===== src/rtl/keypad_pkg.sv =====
// keypad_pkg: shared constants and types for the 12-key launch pad keypad
// scanner.
//   NUM_KEYS    - number of keys behind the 12:1 mux (codes 0..11)
//   KEY_CODE_W  - width of a key code / mux select code
//   KEY_STAR    - code of the star key
//   KEY_SHARP   - code of the sharp key
//   key_evt_t   - one press/release event {code, pressed}
package keypad_pkg;

  localparam int NUM_KEYS   = 12;
  localparam int KEY_CODE_W = 4;

  localparam logic [KEY_CODE_W-1:0] KEY_STAR  = 4'd10;
  localparam logic [KEY_CODE_W-1:0] KEY_SHARP = 4'd11;

  typedef struct packed {
    logic [KEY_CODE_W-1:0] code;
    logic                  pressed;
  } key_evt_t;

endpackage


===== src/rtl/key_debounce.sv =====
// key_debounce: debounce state for a single key.
//   clk, srst  - clock and synchronous active-high reset
//   sample_en  - high on the one clock per scan round where this key is sampled
//   sample     - mux output level for this key on that clock (1 = pressed)
//   state      - debounced level (registered)
//   toggle     - combinational pulse, high in the sample cycle whose sample
//                flips the debounced level; state changes on the following edge
module key_debounce #(
  parameter int DEBOUNCE_SCANS = 4
) (
  input  logic clk,
  input  logic srst,
  input  logic sample_en,
  input  logic sample,
  output logic state,
  output logic toggle
);

  // Count of consecutive samples that disagree with the debounced level.
  localparam logic [3:0] LAST_CNT = 4'(DEBOUNCE_SCANS - 1);

  logic       state_reg;
  logic [3:0] cnt_reg;
  logic       differs;

  assign differs = sample_en && (sample != state_reg);
  // The flip is decided combinationally so the event can be captured on the
  // same edge that updates the debounced level.
  assign toggle  = differs && (cnt_reg == LAST_CNT);
  assign state   = state_reg;

  always_ff @(posedge clk) begin
    if (srst) begin
      state_reg <= 1'b0;
      cnt_reg   <= 4'd0;
    end else if (sample_en) begin
      if (!differs) begin
        cnt_reg <= 4'd0;
      end else if (toggle) begin
        state_reg <= ~state_reg;
        cnt_reg   <= 4'd0;
      end else begin
        cnt_reg <= cnt_reg + 4'd1;
      end
    end
  end

endmodule


===== src/rtl/keypad_scan_ctrl.sv =====
// keypad_scan_ctrl: scanning controller for the 12-key launch pad keypad.
//   clk          - system clock
//   rst          - synchronous reset, active-high
//   B_out[3:0]   - select code into the 12:1 key mux, cycles 0..11
//   D_in         - selected key level from the mux, 1 = pressed
//   evt_valid    - event buffer holds an event
//   evt_ready    - consumer accepts the event this cycle
//   evt_code     - key code of the buffered event (10 = star, 11 = sharp)
//   evt_pressed  - 1 = press, 0 = release
//   key_state    - debounced level per key, bit k = code k
//   overflow     - sticky flag: an event was dropped on a full buffer
//   ovf_clr      - clears overflow (a drop in the same cycle wins)
// Each select code is held for SETTLE_CYCLES clocks; the mux output is
// sampled on the last clock of the dwell, then the select code advances.
module keypad_scan_ctrl
  import keypad_pkg::*;
#(
  parameter int SETTLE_CYCLES  = 16,
  parameter int DEBOUNCE_SCANS = 4
) (
  input  logic                  clk,
  input  logic                  rst,
  output logic [KEY_CODE_W-1:0] B_out,
  input  logic                  D_in,
  output logic                  evt_valid,
  input  logic                  evt_ready,
  output logic [KEY_CODE_W-1:0] evt_code,
  output logic                  evt_pressed,
  output logic [NUM_KEYS-1:0]   key_state,
  output logic                  overflow,
  input  logic                  ovf_clr
);

  localparam logic [7:0]            LAST_DWELL = 8'(SETTLE_CYCLES - 1);
  localparam logic [KEY_CODE_W-1:0] LAST_CODE  = 4'(NUM_KEYS - 1);

  logic [7:0]            dwell_reg;
  logic [KEY_CODE_W-1:0] sel_reg;
  logic                  sample_cycle;

  logic [NUM_KEYS-1:0]   toggle;
  logic                  gen_evt;
  logic                  can_load;
  logic                  drop;

  key_evt_t              evt_reg;
  logic                  evt_valid_reg;
  logic                  overflow_reg;

  assign sample_cycle = (dwell_reg == LAST_DWELL);

  // Dwell counter and select sequencer.
  always_ff @(posedge clk) begin
    if (rst) begin
      dwell_reg <= 8'd0;
      sel_reg   <= '0;
    end else if (sample_cycle) begin
      dwell_reg <= 8'd0;
      sel_reg   <= (sel_reg == LAST_CODE) ? '0 : sel_reg + 4'd1;
    end else begin
      dwell_reg <= dwell_reg + 8'd1;
    end
  end

  // One debouncer per key; only the key currently selected sees sample_en.
  generate
    for (genvar gi = 0; gi < NUM_KEYS; gi++) begin : g_key
      key_debounce #(
        .DEBOUNCE_SCANS(DEBOUNCE_SCANS)
      ) u_deb (
        .clk      (clk),
        .srst     (rst),
        .sample_en(sample_cycle && (sel_reg == 4'(gi))),
        .sample   (D_in),
        .state    (key_state[gi]),
        .toggle   (toggle[gi])
      );
    end
  endgenerate

  // Only the selected key can toggle, so the event code is the select code
  // and the new level is the sampled level.
  assign gen_evt  = |toggle;
  assign can_load = !evt_valid_reg || evt_ready;
  assign drop     = gen_evt && !can_load;

  always_ff @(posedge clk) begin
    if (rst) begin
      evt_valid_reg <= 1'b0;
      evt_reg       <= '0;
      overflow_reg  <= 1'b0;
    end else begin
      if (gen_evt && can_load) begin
        evt_valid_reg   <= 1'b1;
        evt_reg.code    <= sel_reg;
        evt_reg.pressed <= D_in;
      end else if (evt_ready) begin
        evt_valid_reg <= 1'b0;
      end

      if (drop) begin
        overflow_reg <= 1'b1;
      end else if (ovf_clr) begin
        overflow_reg <= 1'b0;
      end
    end
  end

  assign B_out       = sel_reg;
  assign evt_valid   = evt_valid_reg;
  assign evt_code    = evt_reg.code;
  assign evt_pressed = evt_reg.pressed;
  assign overflow    = overflow_reg;

endmodule


===== config.mk =====
export PLATFORM = sky130hd
export DESIGN_NAME = keypad_scan_ctrl
export DESIGN_NICKNAME = d
export VERILOG_FILES = /design/src/rtl/keypad_pkg.sv /design/src/rtl/key_debounce.sv /design/src/rtl/keypad_scan_ctrl.sv
export SDC_FILE = /design/constraint.sdc
export NUM_CORES = 1
export LEC_CHECK = 0
export ABC_AREA = 1
export CORE_ASPECT_RATIO = 1.25
export CORE_MARGIN = 4
export CORE_UTILIZATION = 59
export CTS_CLUSTER_SIZE = 12
export DETAILED_ROUTE_END_ITERATION = 8
export PLACE_DENSITY = 0.8
export RECOVER_POWER = 100
export SYNTH_ARGS = -nofsm -noshare
export SYNTH_HDL_FRONTEND = slang
export SYNTH_SLANG_ARGS = --single-unit

===== constraint.sdc =====
create_clock -name clk -period 2.05 [get_ports clk]
set_input_delay 0.41 -clock clk [delete_from_list [all_inputs] [get_ports clk]]
set_output_delay 0.41 -clock clk [all_outputs]
set_load 0.03 [all_outputs]

==> run metrics <==
CP endpoint kind primary output; Area Overhead vs Synth 15.08%; DR vias/cell 5.436; share of cells above drive strength 1 0.09983; PortBufs 27; Setup Skew 0.007977 ns; number of global-route vias before repair 3685; Syn Std Cell Area 4099 µm²; fin. max-slew vios 0; Final HPWL DP 6524 µm; sequential share of the synthesized area 0.3858; worst vdd ir 394.6 µV; cell count after synthesis 544; most frequent cells in the layout nand2_1, dfxtp_1, nor2_1, a21oi_1, inv_1; CTS sink cnt 79; fmax 0.5102 GHz; Leak Pwr 1.968 nW; Max Fanout on Critical Path 4; final number of hold-violating endpoints 0; worst skew pair latency 0.36 ns; drt first-iter violations 185; Worst Tran Pin Value 0.5895 ns; largest family of logic cells by synthesized area simple AND/OR/NAND/NOR gates; first-pass GRT wire length 15610 µm; number of diodes 0; Yosys reg bits 79; status complete, no violations; final WL 9224 µm; Reg2Reg Depth 10; CORE AREA 6648 µm²; Hold Crit Class flop to flop; CTS tree done; crit path kind flop to primary output; crit path DAT 1.55 ns; First-pass DRT Iterations 5; r2r setup slk 0.12 ns; # resized after CTS 0; drt wl/cell 13.41 µm; Nets 618; initial antenna violation count 0; PD cells 577.9 nW/µm²; Hold Slack 0.4535 ns; Starting Density 0.6166; Post-Synth Adder-Cell Area 0.05189; Largest register FFs 48; # hold bufs at CTS 0; reg-to-reg endpoint evt_code[2]; YS warnings 0; total power 2.726 mW; met2 track demand over resource 0.4136; grt ovf 0; Slew HR 0.6070; max-cap violations 0; root buffer cell clkbuf_8; Synth area leaders dfxtp_1, nand2_1, a21oi_1, nor2_1, ha_1; CTS HTree Levels 3; largest area contributor in the netlist dfxtp_1; Top Usage Layer GRT met2; Setup violations, final 0; Synth Area per Inst 7.535 µm²; number of fill cells 539; row cnt 33; Worst Path Required 1.64 ns; min Tclk post-route 1.960 ns; CP endpoint B_out[1]; total CTS buffers 9; post-route antenna net violation count 0; Yosys cell types 34; RSZ-0062 raised after global routing no; fin area 4717 µm²; Placed Area 4598 µm²; # IOs 28; DRC viols 0; GPL Wtd Cong 0.8710; die outline area 8353 µm²; largest net degree at the start of global routing 56; Vias 3740; Final period util 0.9562; Longest Clk Path Bufs 2; commonest non-fill, non-tap cell in the layout nand2_1; Synth Area in XOR/XNOR 0.05983; Die X 82.55 µm; mux contribution to synthesized area 0; clock-pin slew on the worst setup and hold paths 0.09 ns; Setup Buffers After CTS 0; Worst Setup Start Kind flop; grt met1 use 0.2726; met3 Use GR 0.05961; Total Routing Usage GR 0.2368; simple-gate share of the synthesized area 0.2872; Crit Reg-Reg Startpoint dwell_reg[0]; Critical Path Start B_out[1]; Mapped Nets 566; Synth top area share 0.3858; die height 101.2 µm; compound-gate portion of the synthesized area 0.1279
[critical path: stages, from the launching register on]
cell	delay (ns)
dfxtp_1	0.34
clkbuf_2	0.17
clkdlybuf4s50_1	0.68
[synth_stat cells (all sizes together)]
| library cell | instances |
|---|---|
| nand3 | 30 |
| nor3 | 6 |
| o31ai | 1 |
| o21a | 2 |
| xor2 | 20 |
| nor4 | 2 |
| clkinv | 1 |
| buf | 16 |
| xnor2 | 8 |
| dfxtp | 79 |
| inv | 49 |
| o21ai | 26 |
| nor2 | 70 |
| a22oi | 1 |
| and3 | 1 |
| clkbuf | 7 |
| ha | 17 |
| nor3b | 2 |
| nand2 | 109 |
| nand3b | 6 |
| nand4 | 22 |
| a21oi | 69 |
[worst min path at each step]
stage	start	end	cells after the start
global placement	dwell_reg[0]	dwell_reg[0]	1
finish	dwell_reg[0]	dwell_reg[0]	1
detailed placement	dwell_reg[0]	dwell_reg[0]	1
CTS	dwell_reg[0]	dwell_reg[0]	1
global route	dwell_reg[0]	dwell_reg[0]	1
floorplan	dwell_reg[0]	dwell_reg[0]	1
[metal layers]
layer,part of all wire,up-vias
met5,0,-
met2,0.51,85
met3,0.047,20
li1,-,1895
met1,0.42,1740
met4,0.024,0
[logic make-up after synthesis]
family / count (synthesis)
compound gates: 99
simple gates: 248
flops: 79
buf+inv: 73
xor+xnor: 28
fa+ha+maj: 17
[layout make-up]
cell class | count | area, µm² | share of cell area
timing repair buffer | 64 | 556.8 | 0.1180
sequential | 79 | 1582 | 0.3353
tap | 87 | 108.9 | 0.02308
multi-input combinational | 392 | 2102 | 0.4456
clock buffer | 9 | 123.9 | 0.02626
inverter | 50 | 187.7 | 0.03979
clock inverter | 7 | 56.30 | 0.01194
[through the flow]
stage	instances	setup TNS, ns	util	worst slack [ns]
after floorplan	544	0	-	0.06571
after detailed placement	671	-0.8645	0.6917	-0.1391
after CTS	687	0	0.7188	0.1079
after global placement	671	-0.4277	0.6917	-0.07604
final	688	0	0.7096	0.08983
after global routing	688	0	0.7096	0.003651
[power by group]
| group | internal, mW | total [mW] | switching [mW] |
|---|---|---|---|
| clock network | 0.452 | 1.09 | 0.634 |
| logic | 0.0380 | 0.0988 | 0.0608 |
| registers | 1.54 | 1.54 | 0.00358 |
Note: power is estimated with default switching activity, not from simulation.
